`src/rtl/aes_round_ctrl_if.sv`:
```
// Handshake and round-datapath bundle for the iterative AES sequencer.
// slave  : the sequencer's view (drives state, key index, handshakes).
// master : the environment's view (plaintext source, key store, datapath, sink).
interface aes_round_ctrl_if #(
  parameter int RW = 4
);
  logic          in_valid;
  logic          in_ready;
  logic [127:0]  in_block;
  logic [RW-1:0] rk_idx;
  logic [127:0]  rk;
  logic [127:0]  dp_state;
  logic          dp_last;
  logic [127:0]  dp_result;
  logic          out_valid;
  logic          out_ready;
  logic [127:0]  out_block;
  logic          busy;
  logic [RW-1:0] round;

  modport slave (
    input  in_valid, in_block, rk, dp_result, out_ready,
    output in_ready, rk_idx, dp_state, dp_last, out_valid, out_block, busy, round
  );

  modport master (
    output in_valid, in_block, rk, dp_result, out_ready,
    input  in_ready, rk_idx, dp_state, dp_last, out_valid, out_block, busy, round
  );
endinterface

```
`src/rtl/aes_round_ctrl.sv`:
```
// Iterative AES encryption sequencer: holds the 128-bit state and round
// counter, whitens the accepted block with round key 0, then feeds the shared
// combinational round datapath once per cycle for NR rounds. The final round
// is flagged so the datapath skips mixColumns.
module aes_round_ctrl #(
  parameter int NR = 10,
  parameter int RW = 4
) (
  input  logic            clk,
  input  logic            rst,
  aes_round_ctrl_if.slave bus
);

  // Only AES-128/192/256 round counts make sense, and the counter must hold NR.
  if (!(NR == 10 || NR == 12 || NR == 14)) begin : g_bad_nr
    $error("aes_round_ctrl: NR must be 10, 12 or 14");
  end
  if ((1 << RW) <= NR) begin : g_bad_rw
    $error("aes_round_ctrl: RW too narrow for NR");
  end

  localparam logic [RW-1:0] LAST_RND = RW'(NR);

  typedef enum logic [1:0] {S_IDLE, S_ROUND, S_DONE} state_e;

  state_e        state_q, state_d;
  logic [RW-1:0] round_q, round_d;
  logic [127:0]  blk_q,   blk_d;

  // State register: reset clears FSM, counter and the block register.
  always_ff @(posedge clk) begin
    if (rst) begin
      state_q <= S_IDLE;
      round_q <= '0;
      blk_q   <= '0;
    end else begin
      state_q <= state_d;
      round_q <= round_d;
      blk_q   <= blk_d;
    end
  end

  // Next-state: capture/whiten in IDLE, iterate in ROUND, wait for sink in DONE.
  always_comb begin
    state_d = state_q;
    round_d = round_q;
    blk_d   = blk_q;
    case (state_q)
      S_IDLE: begin
        // rk_idx is 0 here, so rk is the whitening key.
        if (bus.in_valid) begin
          blk_d   = bus.in_block ^ bus.rk;
          round_d = RW'(1);
          state_d = S_ROUND;
        end
      end
      S_ROUND: begin
        blk_d = bus.dp_result;
        if (round_q == LAST_RND) begin
          round_d = '0;
          state_d = S_DONE;
        end else begin
          round_d = round_q + RW'(1);
        end
      end
      S_DONE: begin
        // Ciphertext stays in blk_q after the handoff; only the FSM moves.
        if (bus.out_ready) state_d = S_IDLE;
      end
      default: begin
        state_d = S_IDLE;
        round_d = '0;
      end
    endcase
  end

  // Outputs: pure decode of the registered state (plus rst gating in_ready).
  always_comb begin
    bus.in_ready  = (state_q == S_IDLE) && !rst;
    bus.rk_idx    = (state_q == S_ROUND) ? round_q : '0;
    bus.dp_last   = (state_q == S_ROUND) && (round_q == LAST_RND);
    bus.dp_state  = blk_q;
    bus.out_valid = (state_q == S_DONE);
    bus.out_block = blk_q;
    bus.busy      = (state_q != S_IDLE);
    bus.round     = round_q;
  end

endmodule

```
`src/flat_wrapper.sv`:
```
// flat-port wrapper written by rule: the top's interface ports become plain ports
module aes_round_ctrl_flat 
#(
  parameter int NR = 10,
  parameter int RW = 4
)
  (clk, rst, bus_in_valid, bus_in_block, bus_rk, bus_dp_result, bus_out_ready, bus_in_ready, bus_rk_idx, bus_dp_state, bus_dp_last, bus_out_valid, bus_out_block, bus_busy, bus_round);
  aes_round_ctrl_if #(.RW(RW)) bus_i ();
  input  logic clk;
  input  logic rst;
  input wire logic [$bits(bus_i.in_valid)-1:0] bus_in_valid;
  input wire logic [$bits(bus_i.in_block)-1:0] bus_in_block;
  input wire logic [$bits(bus_i.rk)-1:0] bus_rk;
  input wire logic [$bits(bus_i.dp_result)-1:0] bus_dp_result;
  input wire logic [$bits(bus_i.out_ready)-1:0] bus_out_ready;
  output wire logic [$bits(bus_i.in_ready)-1:0] bus_in_ready;
  output wire logic [$bits(bus_i.rk_idx)-1:0] bus_rk_idx;
  output wire logic [$bits(bus_i.dp_state)-1:0] bus_dp_state;
  output wire logic [$bits(bus_i.dp_last)-1:0] bus_dp_last;
  output wire logic [$bits(bus_i.out_valid)-1:0] bus_out_valid;
  output wire logic [$bits(bus_i.out_block)-1:0] bus_out_block;
  output wire logic [$bits(bus_i.busy)-1:0] bus_busy;
  output wire logic [$bits(bus_i.round)-1:0] bus_round;
  assign bus_i.in_valid = bus_in_valid;
  assign bus_i.in_block = bus_in_block;
  assign bus_i.rk = bus_rk;
  assign bus_i.dp_result = bus_dp_result;
  assign bus_i.out_ready = bus_out_ready;
  assign bus_in_ready = bus_i.in_ready;
  assign bus_rk_idx = bus_i.rk_idx;
  assign bus_dp_state = bus_i.dp_state;
  assign bus_dp_last = bus_i.dp_last;
  assign bus_out_valid = bus_i.out_valid;
  assign bus_out_block = bus_i.out_block;
  assign bus_busy = bus_i.busy;
  assign bus_round = bus_i.round;
  aes_round_ctrl #(.NR(NR), .RW(RW)) u_core (.clk(clk), .rst(rst), .bus(bus_i));
endmodule
```
`config.mk`:
```
export PLATFORM = sky130hd
export DESIGN_NAME = aes_round_ctrl_flat
export DESIGN_NICKNAME = d
export VERILOG_FILES = /design/src/rtl/aes_round_ctrl_if.sv /design/src/rtl/aes_round_ctrl.sv /design/src/flat_wrapper.sv
export SDC_FILE = /design/constraint.sdc
export NUM_CORES = 1
export LEC_CHECK = 0
export BUFFER_PORTS_ARGS = -buffer_cell sky130_fd_sc_hd__buf_2
export CAP_MARGIN = 25
export CORE_AREA = 2 2 252 254
export DETAILED_ROUTE_END_ITERATION = 7
export DIE_AREA = 0 0 254 256
export PLACE_DENSITY = 0.43
export SLEW_MARGIN = 25
export SYNTH_ARGS = -nofsm -noshare
export SYNTH_HDL_FRONTEND = slang
export SYNTH_SLANG_ARGS = --single-unit
```
`constraint.sdc`:
```
create_clock -name clk -period 1.73 [get_ports clk]
set_input_delay 0.173 -clock clk [delete_from_list [all_inputs] [get_ports clk]]
set_output_delay 0.173 -clock clk [all_outputs]
set_load 0.02 [all_outputs]
```
==> results_dict.tcl <==
set metrics [dict create \
    die_y_um 256 \
    grt_max_degree 69 \
    final_antenna_net_count 0 \
    path_max_fanout 62 \
    ys.warnings.count 0 \
    synth_seq_area_share_pct 34.19 \
    place.gp.congestion 0.8006 \
    p_per_area_nw_per_um2 776.8 \
    critPathKind "flip-flop to flip-flop" \
    skew_ns 0.008821 \
    cts_root_buffer "clkbuf_16" \
    max_clock_freq_ghz 0.5957 \
    ys_ff_latch 134 \
    yosysTopAreaCellShare_pct 34.19 \
    die_area_um2 65020 \
    crit_path_start_kind "flip-flop" \
    hold_violations 0 \
    clkSlewWorstSetupHoldPaths_ns 0.07 \
    hpwl_um 25460 \
    die_w_um 254 \
    multi_input_area_um2 3926 \
    drc 0 \
    ctsLongestPathBuffers 2 \
    fin_crit_ns 1.679 \
    dr.pass1.iters 4 \
    start_util_pct 12.58 \
    vdd_drop_max_v 0.0006134 \
    ys.flop_type "dfxtp_1" \
    final_layout_size_suffix_gt1_share_pct 47.42 \
    htreeDepth 4 \
    cellLeakagePower_nw 6.912 \
    grt_pass1_vias 9755 \
    async_flop_share_pct 0 \
    setup_slack_ns 0.05118 \
    wl_um 35430 \
    maxCapViolCount 0 \
    slew_viol_final 0 \
    pin_count 656 \
    worst_pin_slew_ns 0.4787 \
    synth_cell_types 27 \
    fillers 6756 \
    clock_latency_ns 0.47 \
    grt_usage_pct 10.50 \
    arrival_ns 2.01 \
    slew-limit-headroom_pct 68.09 \
    grt-ovfl-total 0 \
    row_count 92 \
    cts_sinks 134 \
    layout.nets 2100 \
    register_area_um2 2695 \
    endpoint_kind "flip-flop" \
    utilization_pct 24.30 \
    period_share_pct 97.04 \
    first_iter_violations 430 \
    antenna_found_initial 3 \
    coreArea_um2 62390 \
    vias 9366 \
    io_buffers 655 \
    setup_viol 0 \
    grt_pass1_wl_um 52210 \
    place_area_um2 11370 \
    final_area_um2 15160 \
    viasPerCell 3.644 \
    syn-cell-area_um2 7846 \
    cp.required_ns 2.06 \
    synth_edf_count 0 \
    status "completed" \
    post-place-ws_ns -0.03004 \
    rsz0062_at_grt "yes" \
    cts_tree "built" \
    syn_to_final_growth_pct 93.21 \
    hp-class "input port to flip-flop" \
    syn_nets 1262 \
    synth_area_leaders "dfxtp_1 34%, xnor2_1 14%, buf_4 14%" \
    synthCells 872 \
    routedWlPerCell_um 13.78 \
    synth.largest_area_cell "dfxtp_1" \
    cts_made_buffers 17 \
    avgSynthCellArea_um2 8.998 \
]
[final timing paths]
path                       startpoint                  endpoint  slack, ns  depth (start not counted)
min reg2reg  u_core.bus.dp_state[127]  u_core.bus.dp_state[127]       0.52                          2
max                 u_core.state_q[1]  u_core.bus.dp_state[114]       0.05                          5
max reg2reg         u_core.state_q[1]  u_core.bus.dp_state[114]       0.05                          5
min                        bus_rk[61]   u_core.bus.dp_state[61]       0.05                          3
[cell usage after synthesis, drive strengths merged (2+ instances only)]
cell type  number
nor2          261
nand3b          2
o211ai          2
a2111oi       128
xnor2         128
nor3b           2
clkbuf         18
dfxtp         134
inv             4
buf           169
ha              2
a21oi           4
nor2b           4
nand3           2
and2            3
[registers in the layout (all words and copies together), names as in the netlist]
signal,count
u_core.bus.dp_state,128
u_core.bus.round,4
u_core.state_q,2
[routing by layer]
layer	global-route usage (%)	share of wire, %
met1	11.03	39
met3	2.654	6.1
met4	4.951	3.0
met5	0	0.034
met2	19.35	52
[worst max-delay path, cell delays in order (launching register included)]
cell and delay [ns]:
dfxtp_4 0.36, buf_4 0.14, o21ba_4 0.26, buf_16 0.23
nor2_1 0.08, a2111oi_1 0.39
[cells in the final DEF, fill, tap and decap left out, types with 4 or more instances in the layout]
cell and count:
clkbuf_16 17, nor2_1 261, buf_2 652, dlygate4sd3_1 303
a21oi_1 4, buf_4 38, xnor2_1 128, a2111oi_2 72
a2111oi_1 14, clkinvlp_4 5, buf_12 9, a2111oi_0 42
dfxtp_1 130
[where the power goes]
part	switching (mW)	internal, mW
Clock	1.60	2.31
Sequential	0.312	3.42
Combinational	2.17	1.97
[cells by family (layout without fill, tap and decap cells)]
logic type               count (synthesis)  count (layout)  share of synthesized area (%)
AND/OR/NAND/NOR                        278             278                          13.87
adder cells (fa/ha/maj)                  2               2                         0.3189
XOR/XNOR                               128             128                          14.29
other                                    0               1                              0
flip-flops                             134             134                          34.19
AO/OA/AOI/OAI                          139             139                          20.87
buffers and inverters                  191            1042                          16.46
[repair_timing]
| action | in CTS | in global routing |
|---|---|---|
| hold endpoints to repair | 124 | 0 |
| resized for setup | 14 | 17 |
| pin swaps | 2 | 1 |
| buffers inserted | 5 | 1 |
| gates cloned | 1 | 0 |
| hold buffers | 303 | 0 |
| endpoints found under the setup margin | 8 | 22 |
[cell type report]
class                   instances  share of cell area, %
repair buffers               1006                  45.15
multi-input cells             547                  25.90
flip-flops and latches        134                  17.78
well taps                     846                  6.983
clock buffers                  18                  2.897
clock inverters                14                  1.164
inverters                       4                 0.1155
diodes                          1                0.01651
[through the flow]
stage	total power, mW	hold slack (ns)	setup TNS (ns)	instances
6_report	11.78	0.04824	0	2570
5_1_grt	12.41	0.01037	-0.08272	2570
4_1_cts	11.99	0.0004761	-0.01021	2568
3_5_place_dp	7.193	0.4691	-0.03004	2228
3_3_place_gp	7.189	0.4679	0	2228
2_1_floorplan	6.028	0.3501	0	872
No activity file was read; power rests on OpenSTA's default activity.
